## src/rtl/mem_port_arbiter_pkg.sv

```systemverilog
// Shared types for the memory-port arbiter: requester identity, lock states and ID FIFO entry.
package mem_port_arbiter_pkg;

  typedef enum logic {
    SRC_INST = 1'b0,
    SRC_DATA = 1'b1
  } src_e;

  localparam logic [1:0] SIZE_B = 2'd0;
  localparam logic [1:0] SIZE_H = 2'd1;
  localparam logic [1:0] SIZE_W = 2'd2;

  typedef enum logic [1:0] {
    LK_IDLE = 2'd0,
    LK_INST = 2'd1,
    LK_DATA = 2'd2
  } lock_e;

  typedef struct packed {
    src_e src;
    logic discard;
  } id_entry_t;

endpackage

```

## src/rtl/mem_port_arbiter_src_id_fifo.sv

```systemverilog
// In-order record of which requester owns each outstanding memory transaction.
module src_id_fifo
  import mem_port_arbiter_pkg::*;
#(
  parameter int DEPTH = 2
) (
  input  logic clk,
  input  logic rstn,
  input  logic push,
  input  logic push_src,
  input  logic push_discard,
  input  logic pop,
  input  logic flush,
  output logic head_src,
  output logic head_discard,
  output logic empty,
  output logic full
);

  localparam int AW = (DEPTH > 1) ? $clog2(DEPTH) : 1;

  logic [AW:0] wr_ptr;
  logic [AW:0] rd_ptr;
  id_entry_t   ent [DEPTH];

  // Explicit wrap keeps the top bit meaningful for any power-of-two depth, including 1.
  function automatic logic [AW:0] ptr_inc(input logic [AW:0] p);
    if (p[AW-1:0] == AW'(DEPTH - 1)) ptr_inc = {~p[AW], {AW{1'b0}}};
    else                             ptr_inc = p + 1'b1;
  endfunction

  always_ff @(posedge clk) begin
    if (!rstn) begin
      wr_ptr <= '0;
      rd_ptr <= '0;
    end else begin
      if (push) wr_ptr <= ptr_inc(wr_ptr);
      if (pop)  rd_ptr <= ptr_inc(rd_ptr);
    end
  end

  // Discarding free slots is harmless: they are overwritten on their next push.
  always_ff @(posedge clk) begin
    for (int i = 0; i < DEPTH; i++) begin
      if (flush && ent[i].src == SRC_INST) ent[i].discard <= 1'b1;
      if (push && wr_ptr[AW-1:0] == AW'(i)) begin
        ent[i].src     <= src_e'(push_src);
        ent[i].discard <= push_discard;
      end
    end
  end

  assign empty        = (wr_ptr == rd_ptr);
  assign full         = (wr_ptr[AW-1:0] == rd_ptr[AW-1:0]) && (wr_ptr[AW] != rd_ptr[AW]);
  assign head_src     = ent[rd_ptr[AW-1:0]].src;
  assign head_discard = ent[rd_ptr[AW-1:0]].discard;

endmodule

```

## src/rtl/mem_port_arbiter.sv

```systemverilog
// Shares one SRAM-like port between fetch and load/store, data-first with a fetch starvation guard.
module mem_port_arbiter
  import mem_port_arbiter_pkg::*;
#(
  parameter int MAX_OUT    = 2,
  parameter int STARVE_LIM = 4
) (
  input  logic        clk,
  input  logic        rstn,
  input  logic        flush,
  input  logic        inst_req,
  input  logic [31:0] inst_addr,
  output logic        inst_addr_ok,
  output logic        inst_data_ok,
  output logic [31:0] inst_rdata,
  input  logic        data_req,
  input  logic        data_wr,
  input  logic [1:0]  data_size,
  input  logic [3:0]  data_wstrb,
  input  logic [31:0] data_addr,
  input  logic [31:0] data_wdata,
  output logic        data_addr_ok,
  output logic        data_data_ok,
  output logic [31:0] data_rdata,
  output logic        mem_req,
  output logic        mem_wr,
  output logic [1:0]  mem_size,
  output logic [3:0]  mem_wstrb,
  output logic [31:0] mem_addr,
  output logic [31:0] mem_wdata,
  input  logic        mem_addr_ok,
  input  logic        mem_data_ok,
  input  logic [31:0] mem_rdata,
  output logic        proto_err
);

  localparam int SW = $clog2(STARVE_LIM + 1);

  lock_e         lk_q, lk_d;
  src_e          grant;
  logic [SW-1:0] starve_q;
  logic          proto_err_q;
  logic          accept;
  logic          pop;
  logic          fifo_full, fifo_empty;
  logic          head_src, head_discard;

  always_comb begin
    grant = SRC_INST;
    if (lk_q == LK_DATA)                                              grant = SRC_DATA;
    else if (lk_q == LK_INST)                                         grant = SRC_INST;
    else if (data_req && !(inst_req && starve_q == SW'(STARVE_LIM))) grant = SRC_DATA;
  end

  // Occupancy is registered so a same-cycle response never feeds back into mem_req.
  assign mem_req      = rstn && (inst_req || data_req) && !fifo_full;
  assign accept       = mem_req && mem_addr_ok;
  assign inst_addr_ok = accept && (grant == SRC_INST);
  assign data_addr_ok = accept && (grant == SRC_DATA);

  always_comb begin
    mem_wr    = 1'b0;
    mem_size  = SIZE_B;
    mem_wstrb = 4'd0;
    mem_addr  = 32'd0;
    mem_wdata = 32'd0;
    if (mem_req) begin
      if (grant == SRC_DATA) begin
        mem_wr    = data_wr;
        mem_size  = data_size;
        mem_wstrb = data_wstrb;
        mem_addr  = data_addr;
        mem_wdata = data_wdata;
      end else begin
        mem_size  = SIZE_W;
        mem_addr  = inst_addr;
      end
    end
  end

  // Lock holds the grant on whichever side is presented but not yet accepted.
  always_ff @(posedge clk) begin
    if (!rstn) lk_q <= LK_IDLE;
    else       lk_q <= lk_d;
  end

  always_comb begin
    lk_d = lk_q;
    if (accept)       lk_d = LK_IDLE;
    else if (mem_req) lk_d = (grant == SRC_DATA) ? LK_DATA : LK_INST;
  end

  always_ff @(posedge clk) begin
    if (!rstn) begin
      starve_q    <= '0;
      proto_err_q <= 1'b0;
    end else begin
      if (!inst_req)
        starve_q <= '0;
      else if (inst_addr_ok)
        starve_q <= '0;
      else if (data_addr_ok && starve_q != SW'(STARVE_LIM))
        starve_q <= starve_q + 1'b1;
      if (mem_data_ok && fifo_empty) proto_err_q <= 1'b1;
    end
  end

  src_id_fifo #(
    .DEPTH(MAX_OUT)
  ) u_fifo (
    .clk         (clk),
    .rstn        (rstn),
    .push        (accept),
    .push_src    (grant),
    .push_discard(flush && grant == SRC_INST),
    .pop         (pop),
    .flush       (flush),
    .head_src    (head_src),
    .head_discard(head_discard),
    .empty       (fifo_empty),
    .full        (fifo_full)
  );

  assign pop          = rstn && mem_data_ok && !fifo_empty;
  assign inst_data_ok = pop && (head_src == SRC_INST) && !head_discard && !flush;
  assign data_data_ok = pop && (head_src == SRC_DATA);
  assign inst_rdata   = inst_data_ok ? mem_rdata : 32'd0;
  assign data_rdata   = data_data_ok ? mem_rdata : 32'd0;
  assign proto_err    = proto_err_q;

endmodule

```

## config.mk

```make
export PLATFORM = sky130hd
export DESIGN_NAME = mem_port_arbiter
export DESIGN_NICKNAME = d
export VERILOG_FILES = /design/src/rtl/mem_port_arbiter_pkg.sv /design/src/rtl/mem_port_arbiter_src_id_fifo.sv /design/src/rtl/mem_port_arbiter.sv
export SDC_FILE = /design/constraint.sdc
export NUM_CORES = 1
export LEC_CHECK = 0
export BUFFER_PORTS_ARGS = -buffer_cell sky130_fd_sc_hd__buf_2
export CAP_MARGIN = 20
export CORE_AREA = 4 4 109 111
export DETAILED_ROUTE_END_ITERATION = 16
export DIE_AREA = 0 0 113 115
export HOLD_SLACK_MARGIN = 0.12
export PLACE_DENSITY = 0.53
export SETUP_SLACK_MARGIN = 0.15
export SLEW_MARGIN = 15
export SYNTH_ARGS = -nofsm -noshare
export SYNTH_HDL_FRONTEND = slang
export SYNTH_SLANG_ARGS = --single-unit
```

## constraint.sdc

```tcl
create_clock -name clk -period 3.4 [get_ports clk]
set_clock_uncertainty 0.2 [all_clocks]
set_input_delay 0.17 -clock clk [delete_from_list [all_inputs] [get_ports clk]]
set_output_delay 0.17 -clock clk [all_outputs]
set_load 0.01 [all_outputs]
```

### Word level (Yosys, flattened, before mapping)

Memory sizes are Yosys's and may differ from the RTL's. A register that Yosys moved wholly into a read port is not among the register bits.
Cells that the tools add are included.
Widths: inputs -> output; s select.

| storage, ports and cells | value |
|---|---|
| memories | 1 |
| memory bits (writable) | 4 |
| register bits | 10 |

Memory list:

| name | depth | bits a word | rd ports | clocked after Yosys merged registers in | wr ports | line | source |
|---|---|---|---|---|---|---|---|
| u_fifo.ent | 2 | 2 | 3 | 1 | 2 | mem_port_arbiter_src_id_fifo.sv:24 | `id_entry_t ent [DEPTH];` |

| cells by class | value |
|---|---|
| multiplexer cells | 30 |
| $add $sub $neg | 3 |
| reductions and logical operators | 29 |
| equal/unequal tests | 7 |
| bitwise operators | 11 |

Operators by type and width:

| operator | count |
|---|---|
| $mux 32 | 6 |
| $logic_and 1x1->1 | 21 |
| $mux 1 | 17 |
| $mux 2 | 5 |
| $not 1->1 | 9 |
| $mux 4 | 2 |
| $logic_not 1->1 | 5 |
| $add 2x1->2 const B | 2 |
| $add 3x1->3 const B | 1 |
| $eq 3x3->1 const B | 1 |
| $ne 3x3->1 const B | 1 |
| $reduce_or 3->1 | 1 |
| $eq 2x1->1 const B | 1 |
| $eq 2x2->1 | 1 |
| $eq 2x2->1 const B | 1 |
| $or 1x1->1 | 2 |
| $reduce_or 2->1 | 1 |
| $eq 1x1->1 | 1 |
| $logic_or 1x1->1 | 1 |
| $ne 1x1->1 | 1 |

### Longest topological paths before layout

Gate-level depths: netlist (run 1).

| logic depth | value |
|---|---|
| depth after elaboration | 10 |
| gate-level depth with buffers | 9 |

### Cells and area by module

Synthesis (run 1) repeated with hierarchy kept, for this count alone.

| second synthesis, totals | value |
|---|---|
| cell total of the unflattened synthesis | 324 |
| area, all modules | 2514.9 um2 |

Modules (own cells, without submodules):

| module | area each (um2) | times used | seq. area each (um2) | cells each |
|---|---|---|---|---|
| mem_port_arbiter | 2110.8 | 1 | 120.1 | 287 |
| src_id_fifo | 404.1 | 1 | 210.2 | 37 |

### Worst setup path after synthesis (run 1)

Ideal clock, no wire load.

| timing | value |
|---|---|
| path type | register to output |
| start point | reg starve_q[0] |
| end point | out mem_addr[10] |
| arrival time | 1799 ps |
| path slack | 1231 ps |
| stages on the path, launching flop included | 10 |
| data required time | 3030 ps |
| path through | dfxtp_1 -> inv_1 -> ha_1 -> and3_1 -> o31a_1 -> inv_1 -> buf_2 -> buf_2 -> nand2_1 -> a21oi_1 |

| between the ends | value |
|---|---|
| word-level cells in the longest chain between the ends | 9 |

RTL lines:

| element | line | source |
|---|---|---|
| start, declared | mem_port_arbiter.sv:41 | `logic [SW-1:0] starve_q;` |
| start signal, assigned | mem_port_arbiter.sv:103 | `starve_q <= starve_q + 1'b1;` |
| $eq 3x3->1 | mem_port_arbiter.sv:52 | `else if (data_req && !(inst_req && starve_q == SW'(STARVE_LIM))) grant = SRC_DATA;` |
| $logic_and 1x1->1 | mem_port_arbiter.sv:52 |  |
| $logic_not 1->1 | mem_port_arbiter.sv:52 |  |
| $logic_and 1x1->1 | mem_port_arbiter.sv:52 |  |
| $mux 1 | mem_port_arbiter.sv:52 |  |
| $mux 1 | mem_port_arbiter.sv:51 | `else if (lk_q == LK_INST) grant = SRC_INST;` |
| $mux 1 | mem_port_arbiter.sv:50 | `if (lk_q == LK_DATA) grant = SRC_DATA;` |
| via grant | mem_port_arbiter.sv:40 | `src_e grant;` |
| $mux 32 | mem_port_arbiter.sv:68 | `if (grant == SRC_DATA) begin` |
| $mux 32 | mem_port_arbiter.sv:67 | `if (mem_req) begin` |
| end, declared | mem_port_arbiter.sv:29 | `output logic [31:0] mem_addr,` |

The timed path passes the listed nets, and every way through them passes these cells.

### Final worst setup path (run 1)

| timing | value |
|---|---|
| start point | reg starve_q[0] |
| end point | reg lk_q[1] |

| between the ends | value |
|---|---|
| word-level cells in the longest chain between the ends | 8 |

RTL lines:

| element | line | source |
|---|---|---|
| $eq 3x3->1 | mem_port_arbiter.sv:52 |  |
| $logic_and 1x1->1 | mem_port_arbiter.sv:52 |  |
| $logic_not 1->1 | mem_port_arbiter.sv:52 |  |
| $logic_and 1x1->1 | mem_port_arbiter.sv:52 |  |
| $mux 1 | mem_port_arbiter.sv:52 |  |
| $mux 1 | mem_port_arbiter.sv:51 |  |
| $mux 1 | mem_port_arbiter.sv:50 |  |
| $mux 2 | mem_port_arbiter.sv:90 | `else if (mem_req) lk_d = (grant == SRC_DATA) ? LK_DATA : LK_INST;` |
| end signal, assigned | mem_port_arbiter.sv:84 | `else lk_q <= lk_d;` |
| end, declared | mem_port_arbiter.sv:39 | `lock_e lk_q, lk_d;` |

Every way passes these cells.
A chain may end at the register's enable or synchronous reset.

==> results.ini, run 1 <==
[run_status]
status=finished, final reports clean

[run]
max_cap_viol_count=0

[power_and_ir_drop]
leakage_uw=0.00231
power_per_cell_area_nw_per_um2=187
power.share.clock=0.219
vdd_drop_max_mv=0.109
pwr-share-seq=0.290
switching_share=0.372
p_comb_frac=0.491
p_int_uw=424
power_uw=675
p_sw_uw=251

[logic_synthesis]
muxShareOfSynthArea=0.0150
synth.distinct_cells=39
netlist_area_um2=2000
synthXorXnorAreaFrac=0.0300
synth_top_family_by_area=simple AND/OR/NAND/NOR gates
syn_inst=312
yosys_warnings=0
synth-simple-area-share=0.530
synth_fa_ha_area_frac=0.0125
synth_compound_area_frac=0.166
ys_seq_area_frac=0.165
synth_fp_nets=456
avgSynthCellArea_um2=6.42
synth_seq_cells=15

[clocking]
htree_levels=1
cts_made_buffers=3
root_buffer=clkbuf_8
clock_sinks=15
insertion_delay_ns=0.25
ctsResizeCount=0
ctsHoldBuffers=7
cts_max_path_buffers=2
post_cts_buffers=0
cts_tree=done
clkTransAtPathRegs_ns=0.06

[worst_setup_path]
slowest_delay_ns=0.55
cp.required_ns=3.39
critical_path.max_fanout=44
slowest_stage=dlygate4sd3_1
critical_path_class=reg2reg
worstPathArrival_ns=2.85
cp_cell_sequence=inv_1, ha_1, and3_1, o31a_1, inv_2, buf_12, nand3_1, a21boi_1, dlygate4sd3_1
worstSetupEndpointType=register
critPathLaunchType=register

[sta]
tightest_slew_ns=0.827
fin_crit_ns=2.85
worst_slack_ns=0.546
rsz0062_at_grt=false
max_freq_mhz=350
hold_viol_final=0
setup_viol=0
hold_slack_ns=0.273
finalCritPeriodShare=0.839
fin_setup_tns_ns=0
drv_slew=0
slew-limit-headroom=0.447

[route]
top_layer=met4
via_per_inst=4.26
ant_nets=0
wirelength_mm=9.10
wl_met3_mm=1.04
drc=0
wl_met1_mm=3.20
wl_per_cell_um=12.6
met2WireLength_mm=4.73
dr.pass1.iters=4
dr_total_vias=3073
drt_iter0_markers=101

[cells_and_area]
layout-drive-gt1-share=0.531
layout.nets=727
area_growth_pct=80.3
final_common_cell=buf_2
n_antenna_cell=0
post-route-util=0.335
fill_cells=1200
final_cell_mix=buf_2, nand2_1, and2_1

[placed_design]
place.gp.congestion=0.887
io_buffer_count=282
place_hpwl_mm=7.63
place_ws_ns=0.900

[global_route]
grt_max_degree=45
grt_usage=0.123
overflow=0
first_global_vias=2944
antenna_found_initial=0
grt_pass1_wl_mm=13.5

[worst_hold_path]
min_path_type=reg2reg

[die]
io_pins=283
die_area_um2=13000
die_x_um=113
core_area_um2=10800
initial_core_util=0.186
die_h_um=115
rows=38

-- routing by layer --
| layer | vias to the layer above | global-route usage |
|---|---|---|
| li1 | 1570 | - |
| met1 | 1314 | 0.125 |
| met2 | 180 | 0.248 |
| met3 | 9 | 0.0305 |
| met4 | 0 | 0.0272 |
| met5 | - | 0 |
-- per-stage QoR --
| step | cells | area [µm²] |
|---|---|---|
| 6_report | 722 | 3610 |
| 5_1_grt | 722 | 3610 |
| 4_1_cts | 722 | 3610 |
| 3_5_place_dp | 711 | 3490 |
| 3_3_place_gp | 711 | 3490 |
| 2_1_floorplan | 312 | 2000 |
-- sequential cells by signal, indices dropped and copies added, names as in the netlist, named ones only --
register,count
u_fifo.ent,4
starve_q,3
lk_q,2
u_fifo.rd_ptr,2
u_fifo.wr_ptr,2
proto_err,1
-- critical path, delay by kind of cell, from the launching register on --
kind	cells	cell delay, ns
adders and majority gates	1	0.23
DFF	1	0.35
and+or+nand+nor	2	0.28
buffers and inverters	4	1.31
AOI/OAI and AO/OA	2	0.41
-- cell usage after synthesis (all sizes together) --
library cell  count  area (µm²)
xor2              2        25.0
a21oi            36         180
nor3              2        21.3
a31oi             2        12.5
clkbuf           15        56.3
o22ai             1        6.26
dfxtp            12         240
nand4             2        12.5
o2111ai           1        8.76
ha                2        25.0
xnor2             4        35.0
a211oi            1        7.51
buf              11        73.8
nor2b             3        18.8
o31a              1        8.76
o31ai             2        15.0
inv               9        33.8
o211ai            3        36.3
nor2              7        33.8
and2             69         448
o21ai             3        18.8
o21a              2        15.0
a21boi            2        15.0
a311oi            1        8.76
and3             39         244
edfxtp            3        90.1
nand2b            1        6.26
nand2            71         267
nand3             2        10.0
mux2i             3        30.0
-- final cells by class --
class	count	area, µm²	share of cell area
Tap cell	140	175	0.0485
Multi-Input combinational cell	262	1510	0.418
Timing Repair Buffer	292	1520	0.420
Inverter	9	33.8	0.00936
Clock buffer	3	41.3	0.0114
Sequential cell	15	330	0.0915
Clock inverter	1	5.00	0.00139
-- cells by family after synthesis --
family          after synthesis
simple gates                196
xor+xnor                      6
mux                           3
fa+ha+maj                     2
flops                        15
buf+inv                      35
compound gates               55
-- power by group through the flow --
stage	combinational [µW]	sequential (µW)	clock (µW)
finish	331	196	148
CTS	335	196	157
global route	369	197	164
floorplan	164	199	0
detailed placement	327	200	0
global placement	324	200	0
-- path summary, 6_finish.rpt --
check	startpoint	endpoint	slack (ns)	cells past startpoint
min	lk_q[0]$_SDFFE_PP0P_	lk_q[0]$_SDFFE_PP0P_	0.27	2
max reg2reg	starve_q[0]$_SDFFE_PP0P_	lk_q[1]$_SDFFE_PP0P_	0.55	9
min reg2reg	lk_q[0]$_SDFFE_PP0P_	lk_q[0]$_SDFFE_PP0P_	0.27	2
max	starve_q[0]$_SDFFE_PP0P_	lk_q[1]$_SDFFE_PP0P_	0.55	9
Power figures use the tool's default switching activity.
==> inputs of run 2 (changes only) <==
--- a/config.mk
+++ b/config.mk
@@ -7,11 +7,11 @@
 export LEC_CHECK = 0
 export BUFFER_PORTS_ARGS = -buffer_cell sky130_fd_sc_hd__buf_2
 export CAP_MARGIN = 20
-export CORE_AREA = 4 4 109 111
+export CORE_AREA = 4 4 106 108
 export DETAILED_ROUTE_END_ITERATION = 16
-export DIE_AREA = 0 0 113 115
+export DIE_AREA = 0 0 110 112
 export HOLD_SLACK_MARGIN = 0.12
-export PLACE_DENSITY = 0.53
+export PLACE_DENSITY = 0.58
 export SETUP_SLACK_MARGIN = 0.15
 export SLEW_MARGIN = 15
 export SYNTH_ARGS = -nofsm -noshare
==> constraint.sdc (replaced) <==
create_clock -name clk -period 2.4 [get_ports clk]
set_clock_uncertainty 0.2 [all_clocks]
set_input_delay 0.12 -clock clk [delete_from_list [all_inputs] [get_ports clk]]
set_output_delay 0.12 -clock clk [all_outputs]
set_load 0.01 [all_outputs]
==> results.ini, run 2 (synthesis gave the netlist of run 1 again) <==
[run_status]
status=finished, final reports clean

[worst_setup_path]
critPathLaunchType=register
critical_path.max_fanout=7  ; -84%
slowest_stage=dfxtp_2
cp.required_ns=2.08  ; -1.31 ns
critical_path_class=reg2out
worstPathArrival_ns=2.03  ; -0.82 ns
worstSetupEndpointType=primary output
cp_cell_sequence=inv_2, ha_4, and3_4, o31a_1, inv_4, buf_6, buf_12, clkbuf_16, and3_1, buf_2
reg2reg_slack_ns=0.19  ; -0.36 ns
slowest_delay_ns=0.36  ; -0.19 ns

[clocking]
htree_levels=1  ; unchanged
cts_max_path_buffers=2  ; unchanged
clock_sinks=15  ; unchanged
insertion_delay_ns=0.25  ; about the same
root_buffer=clkbuf_8
cts_made_buffers=3  ; unchanged
clkTransAtPathRegs_ns=0.06  ; about the same
cts_tree=done

[placed_design]
dp.cells=710  ; -0.14%
place_hpwl_mm=7.67  ; +0.52%
io_buffer_count=282  ; unchanged
place.gp.congestion=0.798  ; -10%

[global_route]
antenna_found_initial=0  ; unchanged
first_global_vias=2958  ; +0.48%
grt_usage=0.137  ; +0.0146
grt_pass1_wl_mm=14.0  ; +3.7%
grt_max_degree=42  ; -6.7%
overflow=0  ; unchanged

[route]
wl_per_cell_um=13.8  ; +9.5%
drc=0  ; unchanged
ant_nets=0  ; unchanged
drt_iter0_markers=101  ; unchanged
wirelength_mm=10.2  ; +12%
via_per_inst=4.44  ; +4.4%
dr_total_vias=3292  ; +7.1%
dr.pass1.iters=4  ; unchanged

[worst_hold_path]
min_path_type=reg2reg

[power_and_ir_drop]
power_per_cell_area_nw_per_um2=267  ; +43%
power_uw=1130  ; +67%
vdd_drop_max_mv=0.134  ; +24%
leakage_uw=0.00252  ; +8.7%

[cells_and_area]
largestRegisters=u_fifo.ent: 4 flops, starve_q: 3 flops
area_growth_pct=111
n_antenna_cell=0  ; unchanged
final_common_cell=buf_2
layout-drive-gt1-share=0.612  ; +0.0806
largest_reg_flops=4  ; unchanged
layout.nets=750  ; +3.2%
final_cell_mix=buf_2, nand2_1, and2_1
fill_cells=1087  ; -9.4%
regMostFlops=u_fifo.ent
stdcell_count=741  ; +2.6%

[sta]
fin_setup_tns_ns=0  ; unchanged
tightest_slew_ns=0.783  ; -0.0444 ns
finalCritPeriodShare=0.979
fin_crit_ns=2.35
slew-limit-headroom=0.476  ; +0.0291
max_freq_mhz=426
drv_slew=0  ; unchanged
rsz0062_at_grt=true
hold_viol_final=0  ; unchanged
setup_viol=0  ; unchanged

[run]
max_cap_viol_count=0  ; unchanged

[die]
io_pins=283  ; unchanged
core_area_um2=10200  ; -5.2%
die_h_um=112  ; -2.6%
die_x_um=110  ; -2.7%
die_area_um2=12300  ; -5.2%
rows=37  ; -2.6%
initial_core_util=0.196  ; +0.0102

## run 2: area by class of cell
class                      count  area [µm²]  share of cell area
tap                          136         170              0.0402
inverter                       9        36.3             0.00857
sequential                    15         338              0.0798
timing repair buffer         314        1960               0.463
multi-input combinational    263        1680               0.397
clock buffer                   3        41.3             0.00975
clock inverter                 1        5.00             0.00118
## run 2: metrics by stage
step                      worst slack (ns)  instance area (µm²)  utilization  hold slack (ns)
after floorplan                      0.281                 2000            -           0.0816
after global placement               0.326                 3510        0.343            0.244
after detailed placement             0.267                 3510        0.343            0.260
after CTS                            0.124                 3880        0.380            0.269
after global routing              0.000927                 4230        0.414            0.296
final                               0.0513                 4230        0.414            0.266
## run 2: critical path: cells and delay by family, from the launching register on
kind / cells / cell delay, ns
buf+inv: 6 / 0.66
compound gates: 1 / 0.28
flops: 1 / 0.36
fa+ha+maj: 1 / 0.15
simple gates: 2 / 0.32
## run 2: power by group
group / internal (µW) / total, µW / switching [µW]
clock network: 115 / 213 / 97.7
registers: 268 / 280 / 11.4
logic: 333 / 637 / 304
## run 2: final timing paths
kind                                  from                       end  cells after the start
setup / recovery  starve_q[0]$_SDFFE_PP0P_              mem_wdata[6]                     10
hold / removal        lk_q[0]$_SDFFE_PP0P_      lk_q[0]$_SDFFE_PP0P_                      2
setup reg to reg  starve_q[0]$_SDFFE_PP0P_  starve_q[2]$_SDFFE_PP0P_                     11
hold reg to reg       lk_q[0]$_SDFFE_PP0P_      lk_q[0]$_SDFFE_PP0P_                      2
## run 2: per-layer routing
metal,part of all wire,GRT usage,vias up,wire length [µm]
li1,-,-,1618,-
met1,0.35,0.150,1488,3540
met2,0.54,0.271,176,5520
met3,0.10,0.0197,10,1040
met4,0.012,0.0266,0,119
met5,0,0,-,0
## run 2: timing repair
item                       4_1_cts  5_1_grt
pin swaps                        8       36
cloned                           4        4
setup endpoints to repair      137      139
resized for setup               22       52
setup buffers                    8        5
hold buffers                     6        0
hold endpoints to repair        14        0
==> inputs of run 3 (changes only) <==
--- a/config.mk
+++ b/config.mk
@@ -7,11 +7,13 @@
 export LEC_CHECK = 0
 export BUFFER_PORTS_ARGS = -buffer_cell sky130_fd_sc_hd__buf_2
 export CAP_MARGIN = 20
-export CORE_AREA = 4 4 106 108
+export CELL_PAD_IN_SITES_DETAIL_PLACEMENT = 0
+export CELL_PAD_IN_SITES_GLOBAL_PLACEMENT = 1
+export CORE_MARGIN = 4
+export CORE_UTILIZATION = 16
 export DETAILED_ROUTE_END_ITERATION = 16
-export DIE_AREA = 0 0 110 112
 export HOLD_SLACK_MARGIN = 0.12
-export PLACE_DENSITY = 0.58
+export PLACE_DENSITY = 0.78
 export SETUP_SLACK_MARGIN = 0.15
 export SLEW_MARGIN = 15
 export SYNTH_ARGS = -nofsm -noshare
==> results.ini, run 3 (synthesis gave the netlist of run 1 again) <==
[global_route]
grt_max_degree=42  ; unchanged
grt_usage=0.133  ; -0.00410
grt_pass1_wl_mm=16.0  ; +15%
overflow=0  ; unchanged
antenna_found_initial=0  ; unchanged
first_global_vias=3196  ; +8.0%

[sta]
rsz0062_at_grt=true
fin_setup_tns_ns=0  ; unchanged
tightest_slew_ns=0.783  ; -0.0000527 ns
slew-limit-headroom=0.476  ; about the same
drv_slew=0  ; unchanged
setup_viol=0  ; unchanged
max_freq_mhz=427  ; +0.36%
finalCritPeriodShare=0.975  ; -0.00348
worst_slack_ns=0.0597  ; +0.00836 ns
fin_crit_ns=2.34  ; -0.00836 ns
hold_viol_final=0  ; unchanged

[power_and_ir_drop]
leakage_uw=0.00269  ; +6.9%
vdd_drop_max_mv=0.195  ; +45%
power_uw=1430  ; +27%
power_per_cell_area_nw_per_um2=285  ; +6.9%

[clocking]
clkTransAtPathRegs_ns=0.05  ; about the same
cts_made_buffers=3  ; unchanged
insertion_delay_ns=0.24  ; about the same
cts_tree=done
root_buffer=clkbuf_16
htree_levels=1  ; unchanged
clock_sinks=15  ; unchanged
cts_max_path_buffers=2  ; unchanged

[route]
wirelength_mm=11.5  ; +12%
drc=0  ; unchanged
drt_iter0_markers=69  ; -32%
dr.pass1.iters=3  ; -1
via_per_inst=4.18  ; -5.9%
dr_total_vias=3286  ; -0.18%
ant_nets=0  ; unchanged
wl_per_cell_um=14.6  ; +6.0%

[placed_design]
place.gp.congestion=0.766  ; -4.0%
place_hpwl_mm=7.88  ; +2.8%
place_ws_ns=0.177  ; -0.0901 ns
io_buffer_count=282  ; unchanged

[worst_setup_path]
slowest_stage=dfxtp_2
r2r_start=starve_q[1]$_SDFFE_PP0P_
worstSetupEndpointType=primary output
cp_top_family=buffers and inverters
reg2reg_slack_ns=0.21  ; +0.02 ns
r2r_cells=10  ; -1
worstPathArrival_ns=2.02  ; about the same
critPathLaunchType=register
critPathBufInv=6  ; unchanged
cp.required_ns=2.08  ; about the same
r2r_end=starve_q[0]$_SDFFE_PP0P_
cp_cell_sequence=inv_2, ha_4, and3_4, o31a_1, inv_4, buf_6, buf_12, clkbuf_16, and3_4, buf_6
critical_path_class=reg2out
slowest_delay_ns=0.33  ; -0.03 ns
critical_path.max_fanout=5  ; -2

[die]
rows=40  ; +8.1%
die_area_um2=14400  ; +17%
die_x_um=120  ; +9.0%
io_pins=283  ; unchanged
initial_core_util=0.165  ; -0.0304
die_h_um=120  ; +7.0%
core_area_um2=12100  ; +18%

[run]
max_cap_viol_count=0  ; unchanged

[run_status]
status=finished, final reports clean

[worst_hold_path]
holdPathEnd=lk_q[0]$_SDFFE_PP0P_
min_path_type=in2reg
holdPathStages=5  ; +3
holdCritStartpoint=data_req

[cells_and_area]
area_growth_pct=150
largestRegisters=u_fifo.ent: 4 flops, starve_q: 3 flops
final_cell_mix=buf_2, and2_1, nand2_1
layout.nets=763  ; +1.7%
ff_latch_area_um2=338  ; unchanged
fill_cells=1228  ; +13%
final_common_cell=buf_2
regMostFlops=u_fifo.ent
multiInputGateArea_um2=1930  ; +15%
layout-drive-gt1-share=0.709  ; +0.0972
largest_reg_flops=4  ; unchanged
n_antenna_cell=0  ; unchanged

==> run 3: per-layer routing <==
metal	GRT usage	up-vias	share of wire
met5	0	-	0
met3	0.0287	6	0.089
met2	0.255	182	0.53
met4	0.0351	0	0.0094
met1	0.148	1452	0.37
li1	-	1646	-
==> run 3: worst reg2reg max path, cell delays in order (launching register included) <==
cell	delay, ns
dfxtp_2	0.33
inv_2	0.05
ha_4	0.16
and3_4	0.16
o31a_1	0.28
buf_4	0.16
buf_8	0.13
buf_12	0.15
buf_4	0.15
o31ai_1	0.22
a21oi_1	0.09
==> run 3: what timing repair did <==
item                                    4_1_cts  5_1_grt
endpoints found under the hold margin        14        0
cloned                                        6        7
endpoints found under the setup margin      105      103
hold buffers                                  6        0
gates resized for setup                      57      119
setup buffers                                13        7
pin swaps                                    36       46
==> run 3: worst max path at each step <==
stage,cells past startpoint,endpoint,slack [ns],from
final,10,mem_wdata[31],0.06,starve_q[1]$_SDFFE_PP0P_
after global routing,11,mem_addr[11],-0.01,starve_q[1]$_SDFFE_PP0P_
after CTS,11,mem_addr[4],0.10,starve_q[1]$_SDFFE_PP0P_
after detailed placement,9,mem_addr[23],0.18,starve_q[0]$_SDFFE_PP0P_
after global placement,9,mem_addr[23],0.22,starve_q[0]$_SDFFE_PP0P_
after floorplan,9,mem_addr[10],0.28,starve_q[0]$_SDFFE_PP0P_
==> run 3: power by group <==
group | total, µW | switching [µW] | internal, µW
sequential | 281 | 11.4 | 270
combinational | 819 | 365 | 454
clock | 329 | 103 | 225
==> run 3: layout make-up <==
type,count,share of cell area
inverter,9,0.0125
timing repair buffer,328,0.476
clock buffer,4,0.0157
multi-input combinational,262,0.386
tap,168,0.0420
sequential,15,0.0674
==> run 3: per-stage QoR <==
stage	cell area [µm²]	hold slack, ns	utilization	std cells
global placement	3580	0.251	0.296	743
floorplan	2000	0.0816	-	312
CTS	4230	0.238	0.349	772
finish	5010	0.239	0.414	786
global route	5010	0.265	0.414	786
detailed placement	3580	0.248	0.296	743
